==> src/rtl/agc_shift_ctrl.sv <==
// Automatic gain control for the 32-bit DDC output path.
// Tracks per-period peak magnitudes and adjusts a truncation shift with hysteresis.
// Applies that shift to the sample stream, producing saturated 16-bit output.
// Two-stage datapath: arithmetic shift, then saturation to 16 bits.
module agc_shift_ctrl #(
    parameter int unsigned SHIFT_INIT = 8,
    parameter int unsigned SHIFT_MAX  = 20,
    parameter int unsigned HI_THR     = 32'h0000_6000,
    parameter int unsigned LO_THR     = 32'h0000_1000,
    parameter int unsigned UP_CNT     = 2,
    parameter int unsigned DN_CNT     = 4
) (
    input  logic        clk,
    input  logic        rst,
    input  logic [31:0] din,
    input  logic [31:0] peak_in,
    input  logic        peak_valid,
    input  logic        agc_en,
    input  logic [4:0]  manual_shift,
    output logic [15:0] dout,
    output logic        sat,
    output logic [4:0]  shift,
    output logic [1:0]  agc_state
);

    localparam int unsigned CntMax = (UP_CNT > DN_CNT) ? UP_CNT : DN_CNT;
    localparam int unsigned CntW   = $clog2(CntMax + 1);

    localparam logic [4:0]      ShiftMaxL  = 5'(SHIFT_MAX);
    localparam logic [4:0]      ShiftInitL = 5'(SHIFT_INIT);
    localparam logic [CntW-1:0] UpCntL     = CntW'(UP_CNT);
    localparam logic [CntW-1:0] DnCntL     = CntW'(DN_CNT);

    typedef enum logic [1:0] {
        StIdle  = 2'd0,
        StTrack = 2'd1,
        StEval  = 2'd2,
        StApply = 2'd3
    } state_e;

    state_e state_q, state_d;

    logic [4:0]      shift_q, shift_d;
    logic [31:0]     scaled_q, scaled_d;
    logic [CntW-1:0] hi_cnt_q, hi_cnt_d;
    logic [CntW-1:0] lo_cnt_q, lo_cnt_d;

    logic signed [31:0] s1_q;
    logic [15:0]        dout_q, dout_d;
    logic               sat_q, sat_d;

    logic [4:0] manual_clamped;
    logic [4:0] shift_up;
    logic [4:0] shift_dn;

    assign manual_clamped = (manual_shift > ShiftMaxL) ? ShiftMaxL : manual_shift;
    assign shift_up       = (shift_q >= ShiftMaxL) ? ShiftMaxL : shift_q + 5'd1;
    assign shift_dn       = (shift_q == 5'd0) ? 5'd0 : shift_q - 5'd1;

    // State register; reset wins over every other input.
    always_ff @(posedge clk) begin
        if (rst) begin
            state_q <= StIdle;
        end else begin
            state_q <= state_d;
        end
    end

    // Next-state logic; dropping agc_en always returns to IDLE.
    always_comb begin
        state_d = state_q;
        if (!agc_en) begin
            state_d = StIdle;
        end else begin
            unique case (state_q)
                StIdle:  state_d = StTrack;
                StTrack: if (peak_valid) state_d = StEval;
                StEval:  state_d = StApply;
                StApply: state_d = StTrack;
                default: state_d = StIdle;
            endcase
        end
    end

    // Control next-state: peak capture, hysteresis counters and shift update.
    always_comb begin
        shift_d  = shift_q;
        scaled_d = scaled_q;
        hi_cnt_d = hi_cnt_q;
        lo_cnt_d = lo_cnt_q;
        if (!agc_en) begin
            hi_cnt_d = '0;
            lo_cnt_d = '0;
        end
        unique case (state_q)
            StIdle: begin
                // Manual shift tracks every cycle; TRACK inherits it unchanged.
                shift_d  = manual_clamped;
                hi_cnt_d = '0;
                lo_cnt_d = '0;
            end
            StTrack: begin
                if (agc_en && peak_valid) begin
                    scaled_d = peak_in >> shift_q;
                end
            end
            StEval: begin
                if (agc_en) begin
                    if (scaled_q > HI_THR) begin
                        hi_cnt_d = (hi_cnt_q == '1) ? hi_cnt_q : hi_cnt_q + 1'b1;
                        lo_cnt_d = '0;
                    end else if (scaled_q < LO_THR) begin
                        lo_cnt_d = (lo_cnt_q == '1) ? lo_cnt_q : lo_cnt_q + 1'b1;
                        hi_cnt_d = '0;
                    end else begin
                        hi_cnt_d = '0;
                        lo_cnt_d = '0;
                    end
                end
            end
            StApply: begin
                // An abort in APPLY discards the pending update.
                if (agc_en) begin
                    if (hi_cnt_q == UpCntL) begin
                        shift_d  = shift_up;
                        hi_cnt_d = '0;
                        lo_cnt_d = '0;
                    end else if (lo_cnt_q == DnCntL) begin
                        shift_d  = shift_dn;
                        hi_cnt_d = '0;
                        lo_cnt_d = '0;
                    end
                end
            end
            default: ;
        endcase
    end

    // Control registers.
    always_ff @(posedge clk) begin
        if (rst) begin
            shift_q  <= ShiftInitL;
            scaled_q <= '0;
            hi_cnt_q <= '0;
            lo_cnt_q <= '0;
        end else begin
            shift_q  <= shift_d;
            scaled_q <= scaled_d;
            hi_cnt_q <= hi_cnt_d;
            lo_cnt_q <= lo_cnt_d;
        end
    end

    // Saturate the shifted sample to signed 16 bits.
    always_comb begin
        dout_d = s1_q[15:0];
        sat_d  = 1'b0;
        if (!s1_q[31] && (s1_q[30:15] != '0)) begin
            dout_d = 16'h7FFF;
            sat_d  = 1'b1;
        end else if (s1_q[31] && (s1_q[30:15] != '1)) begin
            dout_d = 16'h8000;
            sat_d  = 1'b1;
        end
    end

    // Datapath pipeline; each sample keeps the shift it was launched with.
    always_ff @(posedge clk) begin
        if (rst) begin
            s1_q   <= '0;
            dout_q <= '0;
            sat_q  <= 1'b0;
        end else begin
            s1_q   <= $signed(din) >>> shift_q;
            dout_q <= dout_d;
            sat_q  <= sat_d;
        end
    end

    // Outputs.
    always_comb begin
        dout      = dout_q;
        sat       = sat_q;
        shift     = shift_q;
        agc_state = state_q;
    end

endmodule

==> config.mk <==
export PLATFORM = sky130hd
export DESIGN_NAME = agc_shift_ctrl
export DESIGN_NICKNAME = d
export VERILOG_FILES = /design/src/rtl/agc_shift_ctrl.sv
export SDC_FILE = /design/constraint.sdc
export NUM_CORES = 1
export LEC_CHECK = 0
export CAP_MARGIN = 10
export CORE_UTILIZATION = 56
export CTS_CLUSTER_DIAMETER = 30
export DETAILED_ROUTE_END_ITERATION = 16
export GPL_TIMING_DRIVEN = 0
export PLACE_DENSITY = 0.91
export SLEW_MARGIN = 30
export SYNTH_ARGS = -nofsm -noshare
export SYNTH_HDL_FRONTEND = slang
export SYNTH_SLANG_ARGS = --single-unit
==> constraint.sdc <==
create_clock -name clk -period 3 [get_ports clk]
set_clock_uncertainty 0.2 [all_clocks]
set_input_delay 0.3 -clock clk [delete_from_list [all_inputs] [get_ports clk]]
set_output_delay 0.3 -clock clk [all_outputs]
set_load 0.005 [all_outputs]
# Word level (Yosys, flattened, before mapping)
# Cells that the tools add are included.
# totals
memories	0
latch_bits	0
in_bits	73
ff_bits	94
ramBits	0
wordCells	76
rom_bits	0
out_inout_bits	24
# op_classes
multipliers	0
n_reduce_logical	13
eq_ne	13
n_bitwise	1
mux	30
n_div	0
shifts	2
magnitude_cmp	4
n_addsub	4
# ops
cell	count
3-bit two-way mux	15
32-bit by 15-bit greater-than comparator with 1-bit output, second input constant	1
32-bit by 13-bit less-than comparator with 1-bit output, second input constant	1
32-bit by 5-bit >> shifter with 32-bit output	1
32-bit by 5-bit >>> shifter with 32-bit output	1
5-bit two-way mux	6
3-bit case mux with 3 select lines	2
16-bit two-way mux	1
16-bit inequality test, second input constant	1
16-bit nonzero test	1
15-bit two-way mux	1
5-bit case mux with 2 select lines	1
3-bit == test, second input constant	3
3-bit by 1-bit adder with 3-bit output, second input constant	2
2-bit case mux with 3 select lines	1
2-bit OR reduction	3
5-bit by 1-bit adder with 5-bit output, second input constant	1
5-bit greater-or-equal comparator, second input constant	1
5-bit greater-than comparator, second input constant	1
5-bit logical NOT	1
5-bit inequality test, second input constant	1
5-bit by 1-bit subtractor with 5-bit output, second input constant	1
2-bit == test, second input constant	2
2-bit inequality test, second input constant	2
other kinds (13)	16

# Longest topological paths before layout
# logic_depth
word_depth	6
depth_mapped	11
mapped_depth_nobuf	7

# Worst setup path before layout
# OpenSTA, ideal clock, no wires.
# synth_path
path_kind	register to register
from	reg shift_q[0], in the netlist shift[0]
to	reg shift_q[3], in the netlist shift[3]
arrival_ns	2.333
stages_incl_launch_ff	11
path_buffers	3
path_slack_ns	0.319
setup_time_ns	0.149
path_cell_list	dfxtp_1 buf_2 inv_1 buf_2 buf_1 ha_1 nor4b_1 nor2_1 and2_0 o311ai_1 a31oi_1
# synth_between
elab_chain_cells	6
# synth_lines
item	line_no	source
start: declaration	43	logic [4:0] shift_q, shift_d;
start signal: assignment	142	shift_q <= ShiftInitL;
start signal: assignment	147	shift_q <= shift_d;
5-bit by 1-bit subtractor with 5-bit output or 5-bit logical NOT (tied branches)	58	assign shift_dn = (shift_q == 5'd0) ? 5'd0 : shift_q - 5'd1;
5-bit two-way mux	58	
5-bit two-way mux	128	end else if (lo_cnt_q == DnCntL) begin
5-bit two-way mux *	124	if (hi_cnt_q == UpCntL) begin
5-bit two-way mux *	123	if (agc_en) begin
5-bit case mux with 2 select lines *	95	unique case (state_q)
# Every way passes the cells marked *; elsewhere a longest branch is shown, timed or not. The select of a mux whose other input is x is not followed.
# A chain may end at the register's enable or synchronous reset.

# Worst setup path in the final report
# layout_path
from	reg shift_q[0], in the netlist shift[0]
to	reg scaled_q[9]
# layout_between
elab_chain_cells	1
# layout_lines
item	line_no	source
32-bit by 5-bit >> shifter with 32-bit output	104	scaled_d = peak_in >> shift_q;
end signal: assignment	148	scaled_q <= scaled_d;
end: declaration	44	logic [31:0] scaled_q, scaled_d;
# No other way between the ends.

==> results.md <==
- The switching power of the nets is 1.404 mW.
- The floorplan step defined a core boundary enclosing 0.01152 mm2.
- Traced cell by cell, the critical path runs through buf_2, buf_2, buf_2, buf_2, nor2_1, a31oi_1, nand3_1, a311oi_1.
- Overall power consumption after layout is estimated at 4.030 mW.
- The total count of hold-check failures in the final report is 0.
- The worst register-to-register path begins at shift[0].
- Global routing finished with a remaining overflow of 0.
- For this design, the slowest cell found on the critical path is sky130_fd_sc_hd__a31oi_1.
- The average vias per placed instance is 6.756.
- The number of antenna diodes in the final layout is 0.
- The die width is 111.3 um.
- After filler insertion, the fill cell instance count of the layout stands at 889.
- The leakage component of the power is 3.103 nW.
- Ranked by total cell area, the synthesized netlist is headed by sky130_fd_sc_hd__dfxtp_1 28%, sky130_fd_sc_hd__mux4_2 14%, sky130_fd_sc_hd__mux2i_1 7.6%.
- The all-layer global routing usage is 35.54%.
- In this run, post-CTS hold repair placed 0 buffers.
- The number of CTS-inserted buffers is 9.
- The setup path with the least slack is of type flip-flop to flip-flop.
- The die extent in y is 111.3 um.
- The checks that failed: design-rule violations.
- The path length in cells of the critical path is 8.
- The share of total power in combinational logic is 35.9%.
- Summing every instance area after synthesis gives 0.006695 mm2.
- The final core utilization is 70.99%.
- TritonCTS built the clock tree.
- The hold path depth is 2.
- The cell taking the most area after synthesis is sky130_fd_sc_hd__dfxtp_1.
- The part of the cycle the worst path needs is 97.61%.
- On the final layout, the worst hold slack is 243.5 ps.
- The launch point of the worst hold path is s1_q[0].
- Cell internal power was estimated by the tool at 2.626 mW.
- For this configuration, the core starts out at a cell density of 58.14%.
- The first-pass detailed-route iteration total is 11.
- For the worst-skew pair, the clock arrives at the later sink with an insertion delay of 350 ps.
- Static timing analysis puts the maximum clock frequency at 0.3415 GHz.
- The root buffer cell chosen for the clock tree is sky130_fd_sc_hd__clkbuf_16.
- Registers are responsible for 34.5% of the overall power.
- The number of flops mapped to enable cells by yosys is 0.
- The number of cells on the worst reg-to-reg path is 8.
- The sum of buffers and inverters on the critical path is 4.
- The count of port buffers added during placement is 96.
- The H-tree was split into 3 levels.
- Counting every net in the synthesized netlist gives 852.
- The most numerous cell type found on the critical path is sky130_fd_sc_hd__buf_2.
- In the synthesized netlist the async set-or-reset flop fraction comes to 0%.
- The gate count of the mapped netlist is 765.
- The run finished, with violations left.
- 97 I/O pins were placed.
- The share of total power in the clock network is 29.5%.
- The iteration-0 DRC count of the detailed router is 792.
- The post-synthesis average cell area is 8.752 um2.
- The reg-to-reg endpoint is scaled_q[9].
- The floorplan has 39 rows.
- Compared with the post-synthesis result, the final layout area differs by 22.11%.
- The count of nets left with antenna violations after detail routing is 0.
- In the final routed layout, each cell accounts on average for 21.27 um.
- Setup repair after global routing left no endpoint under its margin.
- No sink is reached through more buffers than the 2 on the longest clock path.
- The clock slew at the register clock pins of the worst setup and hold paths is 80 ps.
- The via count of the first global-routing pass is 6364.
- Counting every sink on the clock net gives 94.
- The initial antenna violation count was 1.
- The routed layout has 6898 vias.
- The capturing element type of the critical path is a flip-flop.
- The path class of the tightest hold or removal check is flip-flop to flip-flop.
- On the worst path, the slowest cell contributes a delay of 580 ps.
- The top cell type by area accounts for 28.11% of the synthesized area.
- The total wirelength of the detailed-routed design is 21720 um.
- In this run the worst path has a maximum fanout of 10.
- At the pin with the least slew margin, the transition time is 775.9 ps.
- Entering global routing, the biggest net connects 19 pins.
- The worst IR drop on VDD is 301.0 uV.
- The total die area is 0.01240 mm2.
- The count of unique library cells instantiated by Yosys is 66.
- The data arrival time at the worst-slack endpoint is 2980 ps.
- The remaining routing DRC violations is 2.
- The first global-routing pass estimated 34580 um of wire.
- The clock period minus final worst setup slack is 2928 ps.
- The dominant register cell in the synthesized netlist is sky130_fd_sc_hd__dfxtp_1.
- The worst pin sits at a relative slew slack of 48.08%.
- The end point of the most critical hold path is dout[0].
- Max-cap violations in this run came to 0.
- The final weighted congestion of routability-driven global placement is 1.001.
- The type of origin of the critical path is a flip-flop.
- The final-stage net count is 960.
- In this run, synthesis produced a sequential element count of 94.
- The flop-to-flop setup slack is 70 ps.
- The power density of the placed cells is 492.9 mW/mm2.
- For this run, the number of Yosys warnings is 0.
- At the worst endpoint, the required time is 3060 ps.
- The switching share of power is 34.83%.
- In the final layout, the share of cells above drive strength 1 is 12.30%.
- The final number of max-transition violations came to 0.
- After synthesis, flip-flops and latches occupy 28.11% of the total area.
- The placed wire-length estimate after detailed placement is 17020 um.
- The number of setup violations in the final report is 0.
- Grouping stages by cell kind, the critical path spends the most delay in buffers and inverters.
power groups by stage:
stage,clock network [mW],registers (mW),logic (mW)
final,1.19,1.39,1.45
after global routing,1.25,1.40,1.52
after CTS,1.19,1.39,1.39
after detailed placement,0,1.42,1.38
after global placement,0,1.41,1.36
after floorplan,0,1.41,0.882
cell usage in the layout (no fill, tap or decap), types with 20 or more instances in the layout:
cell type / instances
sky130_fd_sc_hd__mux4_2: 43
sky130_fd_sc_hd__mux2i_1: 51
sky130_fd_sc_hd__o21ai_0: 35
sky130_fd_sc_hd__dfxtp_1: 94
sky130_fd_sc_hd__nand2_1: 95
sky130_fd_sc_hd__clkbuf_1: 35
sky130_fd_sc_hd__nor2_1: 90
sky130_fd_sc_hd__a21oi_1: 31
sky130_fd_sc_hd__mux2_2: 20
sky130_fd_sc_hd__clkdlybuf4s50_1: 96
worst register-to-register path, delay by kind of cell, from the launching register on:
family / cells / cell delay (ps)
buffers and inverters: 4 / 1150
flip-flops: 1 / 350
AND/OR/NAND/NOR: 2 / 250
AO/OA/AOI/OAI: 2 / 870
Yosys cell counts, drive strengths merged, types with 10 or more instances:
library cell  instances
nand2                95
dfxtp                94
nor2                 90
o21ai                53
mux2i                51
mux4                 47
clkbuf               35
a21oi                31
buf                  28
mux2                 21
inv                  16
a22oi                15
nand2b               15
ha                   14
nor3                 14
nor4                 13
nand3                12
o22ai                12
o211ai               10
flip-flops by register name, summed over array words and instances, names as in the netlist:
name,count
hi_cnt_q,3
sat,1
s1_q,32
shift,5
agc_state,2
dout,16
scaled_q,32
lo_cnt_q,3
how the worst max path moves through the flow:
stage                 startpoint          end
floorplan               shift[0]     shift[3]
global placement        shift[0]     shift[3]
detailed placement      shift[0]     shift[3]
CTS                     shift[1]     shift[2]
global route        agc_state[1]  scaled_q[6]
finish                  shift[0]  scaled_q[9]
logic make-up after synthesis:
logic type / count (synthesis) / synth area share, %
buffers and inverters: 79 / 5.382
adders and majority gates: 14 / 2.616
DFF: 94 / 28.11
muxes: 119 / 27.19
AOI/OAI and AO/OA: 190 / 18.78
and+or+nand+nor: 269 / 17.92
stage by stage:
stage	setup TNS (ps)	std cells	instance area [um2]	setup WS (ps)
3_3_place_gp	-122.3	1004	7835	-58.74
3_5_place_dp	-76.26	1004	7835	-53.33
5_1_grt	0	1021	8175	28.87
2_1_floorplan	0	765	6695	318.6
4_1_cts	0	1020	8158	105.6
6_report	0	1021	8175	71.67
per-layer routing:
metal | GRT usage (%) | up-vias | share of wire, % | routed length [um]
met5 | 0 | - | 0.060 | 13
met4 | 12.43 | 2 | 2.5 | 539
met3 | 5.661 | 57 | 12 | 2529
met2 | 54.13 | 513 | 44 | 9516
met1 | 51.33 | 3235 | 42 | 9118
li1 | - | 3091 | - | -
area by class of cell:
type                       count  area (um2)  share of cell area, %
clock buffer                   9       225.2                  2.755
inverter                      16       60.06                 0.7346
buffer                        62       296.5                  3.627
clock inverter                 7       91.34                  1.117
sequential                    94        1882                  23.02
multi-input combinational    592        4466                  54.62
timing repair buffer          98       975.9                  11.94
tap                          143       178.9                  2.189
timing repair:
item                       CTS  global route
resized for setup            1             2
setup buffers                0             2
pin swaps                    0             1
setup endpoints to repair    2             3
Note: power is estimated with default switching activity, not from simulation.
